File: config.mk
export PLATFORM = sky130hd
export DESIGN_NAME = pipe_skid_reg
export DESIGN_NICKNAME = d
export VERILOG_FILES = /design/src/rtl/pipe_pkg.sv /design/src/rtl/pipe_stall_counter.sv /design/src/rtl/pipe_skid_reg.sv
export SDC_FILE = /design/constraint.sdc
export NUM_CORES = 1
export LEC_CHECK = 0
export ABC_AREA = 1
export CORE_ASPECT_RATIO = 0.75
export CORE_UTILIZATION = 45
export CTS_CLUSTER_SIZE = 8
export DETAILED_ROUTE_END_ITERATION = 7
export PLACE_DENSITY_LB_ADDON = 0.05
export REMOVE_ABC_BUFFERS = 1
export SLEW_MARGIN = 20
export SYNTH_ARGS = -nofsm -noshare
export SYNTH_HDL_FRONTEND = slang
export SYNTH_SLANG_ARGS = --single-unit
File: constraint.sdc
create_clock -name clk -period 36.4 [get_ports clk]
set_input_delay 7.28 -clock clk [delete_from_list [all_inputs] [get_ports clk]]
set_output_delay 7.28 -clock clk [all_outputs]
set_load 0.02 [all_outputs]
File: src/rtl/pipe_pkg.sv
// Shared types and constants for elastic pipeline-stage registers.
package pipe_pkg;

  typedef enum logic [1:0] {
    ST_EMPTY = 2'd0,
    ST_FULL  = 2'd1,
    ST_SKID  = 2'd2
  } pipe_state_t;

  // Control bundle bit positions
  localparam int CTRL_ALUSRC    = 0;
  localparam int CTRL_MEMTOREG  = 1;
  localparam int CTRL_REGWRITE  = 2;
  localparam int CTRL_MEMREAD   = 3;
  localparam int CTRL_MEMWRITE  = 4;
  localparam int CTRL_ALUOP_LSB = 5;
  localparam int CTRL_ALUOP_MSB = 6;
  localparam int CTRL_SPARE     = 7;

  localparam int DEF_CTRL_W      = 8;
  localparam int DEF_DATA_W      = 217;
  localparam int DEF_STALL_CNT_W = 16;

endpackage

File: src/rtl/pipe_stall_counter.sv
// Saturating event counter with synchronous clear (clear beats increment).
// Latency: count visible the cycle after the event. No backpressure.
module pipe_stall_counter #(
  parameter int W = 16
) (
  input  logic         clk,
  input  logic         rst,
  input  logic         clr,
  input  logic         inc,
  output logic [W-1:0] cnt
);

  always_ff @(posedge clk or posedge rst) begin
    if (rst) begin
      cnt <= '0;
    end else if (clr) begin
      cnt <= '0;
    end else if (inc && (cnt != {W{1'b1}})) begin
      cnt <= cnt + W'(1);
    end
  end

endmodule

File: src/rtl/pipe_skid_reg.sv
// Elastic pipeline register: main + skid entry, registered in_ready, flush, bubble-masked ctrl.
// Latency 1 cycle when empty; 1 entry/cycle sustained; in_ready drops only when both entries held.
module pipe_skid_reg
  import pipe_pkg::*;
#(
  parameter int CTRL_W      = DEF_CTRL_W,
  parameter int DATA_W      = DEF_DATA_W,
  parameter int STALL_CNT_W = DEF_STALL_CNT_W
) (
  input  logic                   clk,
  input  logic                   rst,
  input  logic                   flush,
  input  logic                   stall_clr,
  input  logic                   in_valid,
  output logic                   in_ready,
  input  logic [CTRL_W-1:0]      in_ctrl,
  input  logic [DATA_W-1:0]      in_data,
  output logic                   out_valid,
  input  logic                   out_ready,
  output logic [CTRL_W-1:0]      out_ctrl,
  output logic [DATA_W-1:0]      out_data,
  output logic [STALL_CNT_W-1:0] stall_cnt
);

  pipe_state_t       state, state_nxt;
  logic [CTRL_W-1:0] main_ctrl, skid_ctrl;
  logic [DATA_W-1:0] main_data, skid_data;
  logic              acc, drn;
  logic              ld_main_in, ld_main_skid, ld_skid;

  // Handshake outputs come straight from the state register, never from out_ready.
  assign out_valid = (state != ST_EMPTY);
  assign in_ready  = (state != ST_SKID);
  assign acc       = in_valid & in_ready;
  assign drn       = out_valid & out_ready;

  always_comb begin
    state_nxt    = state;
    ld_main_in   = 1'b0;
    ld_main_skid = 1'b0;
    ld_skid      = 1'b0;
    unique case (state)
      ST_EMPTY: begin
        if (acc) begin
          state_nxt  = ST_FULL;
          ld_main_in = 1'b1;
        end
      end
      ST_FULL: begin
        if (acc && !drn) begin
          state_nxt = ST_SKID;
          ld_skid   = 1'b1;
        end else if (acc && drn) begin
          ld_main_in = 1'b1;
        end else if (drn) begin
          state_nxt = ST_EMPTY;
        end
      end
      ST_SKID: begin
        if (drn) begin
          state_nxt    = ST_FULL;
          ld_main_skid = 1'b1;
        end
      end
      default: state_nxt = ST_EMPTY;
    endcase
    // Flush squashes everything, including a same-cycle accept.
    if (flush) begin
      state_nxt    = ST_EMPTY;
      ld_main_in   = 1'b0;
      ld_main_skid = 1'b0;
      ld_skid      = 1'b0;
    end
  end

  always_ff @(posedge clk or posedge rst) begin
    if (rst) begin
      state     <= ST_EMPTY;
      main_ctrl <= '0;
      main_data <= '0;
      skid_ctrl <= '0;
      skid_data <= '0;
    end else begin
      state <= state_nxt;
      if (ld_main_in) begin
        main_ctrl <= in_ctrl;
        main_data <= in_data;
      end else if (ld_main_skid) begin
        main_ctrl <= skid_ctrl;
        main_data <= skid_data;
      end
      if (ld_skid) begin
        skid_ctrl <= in_ctrl;
        skid_data <= in_data;
      end
    end
  end

  // Bubbles present an all-zero control word so they behave as NOPs downstream.
  assign out_ctrl = out_valid ? main_ctrl : '0;
  assign out_data = main_data;

  pipe_stall_counter #(
    .W(STALL_CNT_W)
  ) u_stall_cnt (
    .clk (clk),
    .rst (rst),
    .clr (stall_clr),
    .inc (out_valid & ~out_ready),
    .cnt (stall_cnt)
  );

endmodule

After elaboration in Yosys (flattened, before gate mapping):

Index checks and enable logic that the tools add are counted.

* add/sub/neg operators: 1
* eq/ne operators: 8
* mux-type cells: 25
* bitwise gates (word level): 4
* reductions and logical operators: 9

Operators by type and width (count)
* $mux 217: 2
* $mux 16: 2
* $mux 8: 3
* $add 16x1->16 const B: 1
* $ne 16x16->1 const B: 1
* $mux 2: 6
* $mux 1: 10
* $ne 4x4->1 const B: 2
* $ne 3x3->1 const B: 2
* $pmux 2 s3: 1
* $reduce_bool 2->1: 3
* $reduce_and 4->1: 1
* $and 1x1->1: 3
* $logic_and 1x1->1: 3
* $eq 2x1->1 const B: 1
* $eq 2x2->1 const B: 1
* $logic_not 2->1: 1
* $ne 2x2->1 const B: 1
* $pmux 1 s2: 1
* $logic_not 1->1: 1
* $not 1->1: 1

* bits in registers: 468
* input bits: 231
* word-level logic and storage cells: 53

Logic depth before layout (Yosys ltp):

* depth after elaboration: 8
* depth in mapped cells: 10
* gate-level depth less buffers: 9

Cells and area by module:

Synthesis repeated with hierarchy kept, for this count alone.

* cell total of the unflattened synthesis: 2906
* area total of the unflattened synthesis: 22282.6 um^2

By module, submodules not included
* pipe_skid_reg: instances 1, cells each 2745, area an instance 21201.6 um^2, seq. area each 11310.8 um^2
* pipe_stall_counter: instances 1, cells each 161, area an instance 1081.0 um^2, seq. area each 400.4 um^2

Least setup slack after synthesis:

No wires, ideal clock.

* path kind: input port to flip-flop
* start point: in flush
* end point: reg main_data[150] (netlist: out_data[150])
* setup time: 0.069 ns
* arrival: 8.272 ns
* required time: 36.331 ns
* setup slack: 28.059 ns
* stages: 6
* buffers on the path: 2
* cell sequence: inv_2 nand4_2 clkbuf_1 clkbuf_1 or2_2 nand3_1

* longest elaborated chain between the ends: 2

RTL lines
* start, declared: RTL line pipe_skid_reg.sv:12 `input logic flush,`
* $mux 1: RTL line pipe_skid_reg.sv:68 `if (flush) begin`
* $mux 217 or $reduce_bool 2->1 (tied branches)
* end signal, assigned: RTL line pipe_skid_reg.sv:87 `main_data <= in_data;`
* end signal, assigned: RTL line pipe_skid_reg.sv:90 `main_data <= skid_data;`
* end, declared: RTL line pipe_skid_reg.sv:27 `logic [DATA_W-1:0] main_data, skid_data;`

Several ways; a longest one is shown, not always the timed one.
A chain may end at the register's enable or synchronous reset.

Worst setup path after layout:

* start point: in flush
* end point: reg skid_data[87]

* longest elaborated chain between the ends: 1

RTL lines
* $mux 1: RTL line pipe_skid_reg.sv:68
* end signal, assigned: RTL line pipe_skid_reg.sv:94 `skid_data <= in_data;`
* end, declared: RTL line pipe_skid_reg.sv:27

Every way passes these cells.

==> flow_summary.yaml <==
power:
  leakage_uw: 0.0131
  p_per_area_nw_per_um2: 65.1
  p_comb_share_pct: 27.1
  p_int_uw: 1240
  switchingPower_uw: 563
  clkPwrFrac_pct: 31.7
  seqPwrFrac_pct: 41.2
  ir_drop_mv: 0.0552
  switching_share_pct: 31.3
sta:
  period_share_pct: 31.8
  finalMaxSlewViolations: 0
  rsz0062_at_grt: "false"
  post-route-min-period_ns: 11.58
  layout_setup_ws_ns: 24.82
  fin_setup_tns_ns: 0
  slew_headroom_pct: 26.1
  fmax_ghz: 0.0864
  hold_ws_ns: 0.501
  setup_viol: 0
  tightest_slew_ns: 1.11
  finalHoldViolations: 0
  fin_skew_ns: 0.0227
clock_network:
  clk_pin_slew_ns: 0.05
  cts.path.max_buffers: 3
  cts_inserted_buffers: 68
  h-tree-depth: 3
  worstSkewPairLatency_ns: 0.60
  cts_tree: "built"
  clock_sinks: 468
  cts-root-buf: "clkbuf_16"
  postCtsSetupBuffers: 0
  holdBufCountCts: 0
  cts_resized: 0
floorplan:
  die_x_um: 251
  num_rows: 68
  ioPinCount: 474
  die_h_um: 189
  die-area_um2: 47400
  fp.coreArea_um2: 45900
  start_util_pct: 45.6
synth:
  synth_top_cell_area_share_pct: 55.9
  ys_top_cells_by_area: "dfrtp_1, nand3_1, or2_2, a21oi_1, nor2_1"
  synth_area_um2: 20900
  seq_area_frac_synth_pct: 55.9
  synth.distinct_cells: 24
  ys_ff_latch: 468
  ys.flop_type: "dfrtp_1"
  synth_edf_count: 0
  netlist_instances: 2386
  ys_async_sr_fraction_pct: 100
  avgSynthCellArea_um2: 8.78
  synth_largest_area_cell: "dfrtp_1"
  yosysWarningCount: 0
final_layout:
  regArea_um2: 11700
  multi_input_comb_area_um2: 7460
  final_common_cell: "nand3_1"
  drive_gt1_share_pct: 11.9
  num-fill-cells: 3945
  nets: 3003
  syn2layout_area_growth_pct: 32.1
  final_cell_mix: "nand3_1, clkdlybuf4s50_1, dfrtp_1, nor2_1, inv_1"
global_routing:
  grt_use_total_pct: 26.0
  grt_pass1_vias: 17500
  overflow: 0
  grt_antenna_before_repair: 16
  grt_max_degree: 227
  grt_pass1_wl_mm: 97.0
detailed_routing:
  drcViolationCount: 0
  wire_per_inst_um: 18.3
  drtAntennaViolNets: 0
  vias: 17800
  drt_wl_total_mm: 61.8
  viasPerCell: 5.27
  first_iter_violations: 1364
  dr.pass1.iters: 5
worst_setup_path:
  start_kind: "primary input"
  critPathLaunch: "flush"
  endpoint_kind: "register"
  path_max_fanout: 97
  setup.worst_path.class: "primary input to register"
  critPathArrivalTime_ns: 12.08
  ff2ff_setup_slack_ns: 31.98
  required_ns: 36.90
  worstReg2RegStart: "state[0]$_DFFE_PP0P_"
placed_design:
  dp_hpwl_mm: 37.7
  place_ws_ns: 24.36
  place_congestion: 0.811
  port_buffers: 473
min_path:
  min-delay-start: "out_data[161]$_DFFE_PP0P_"
  worst_hold_path_type: "register to register"
outcome:
  status: "completed"
job:
  maxCapViolCount: 0
==> power by group through the flow <==
| stage | clock (uW) | sequential, uW | combinational [uW] |
|---|---|---|---|
| final | 571 | 742 | 488 |
| after global routing | 606 | 757 | 535 |
| after global placement | 0 | 744 | 477 |
| after detailed placement | 0 | 749 | 490 |
| after floorplan | 0 | 819 | 193 |
| after CTS | 585 | 742 | 493 |
==> cells by family after synthesis <==
kind of cell | after synthesis | synth area share, %
flip-flops | 468 | 55.9
buffers and inverters | 426 | 8.63
adder cells (fa/ha/maj) | 1 | 0.0597
AND/OR/NAND/NOR | 1250 | 29.5
XOR/XNOR | 5 | 0.209
AO/OA/AOI/OAI | 236 | 5.69
==> state kept, by name, indices dropped and copies added, names as in the netlist <==
register,count
skid_ctrl,8
out_data,217
u_stall_cnt.cnt,16
main_ctrl,8
state,2
skid_data,217
==> through the flow <==
step	cell area [um2]	cells	utilization [%]	power, uW
after detailed placement	25800	3295	56.1	1240
final	27700	3384	60.2	1800
after floorplan	20100	2209	-	1010
after CTS	27600	3371	60.1	1820
after global placement	25800	3295	56.1	1220
after global routing	27700	3378	60.2	1900
==> final cells by class <==
type | count | area share (%)
Clock buffer | 71 | 6.42
Antenna cell | 12 | 0.108
Clock inverter | 5 | 0.289
Multi-Input combinational cell | 1492 | 26.9
Tap cell | 595 | 2.69
Timing Repair Buffer | 492 | 17.8
Inverter | 249 | 3.42
Sequential cell | 468 | 42.3
==> worst max-delay path, stage by stage <==
cell and delay [ns]:
clkdlybuf4s50_1 0.54, inv_6 0.19, nand4_1 0.24, buf_4 0.69
buf_4 0.87, buf_4 0.92, buf_4 0.74, nor2_1 0.12
a21oi_1 0.16
==> worst paths after layout <==
path                                             end  cells past startpoint
hold / removal             out_data[161]$_DFFE_PP0P_                      2
setup / recovery           skid_data[87]$_DFFE_PP0P_                      9
hold reg to reg            out_data[161]$_DFFE_PP0P_                      2
max in group asynchronous   main_ctrl[3]$_DFFE_PP0P_                      4
setup reg to reg           skid_data[87]$_DFFE_PP0P_                      9
min in group asynchronous  out_data[122]$_DFFE_PP0P_                      2
==> Yosys cell counts (3+ instances only) <==
cell type / n
buf_4: 19
dfrtp_1: 468
buf_6: 12
inv_1: 246
a21oi_1: 225
buf_1: 10
nor2_1: 259
o21ai_0: 6
or2_2: 226
nand3_1: 687
nand2_1: 59
inv_2: 3
clkbuf_1: 99
o21bai_1: 3
nand4_1: 15
xor2_1: 5
buf_2: 37
==> metal layers <==
metal	up-vias	global-route usage (%)	routed length, um
li1	8533	-	-
met1	8656	34.4	26200
met2	495	39.7	28600
met3	128	8.58	4850
met4	8	9.87	2030
met5	-	0	52
Power figures use the tool's default switching activity.
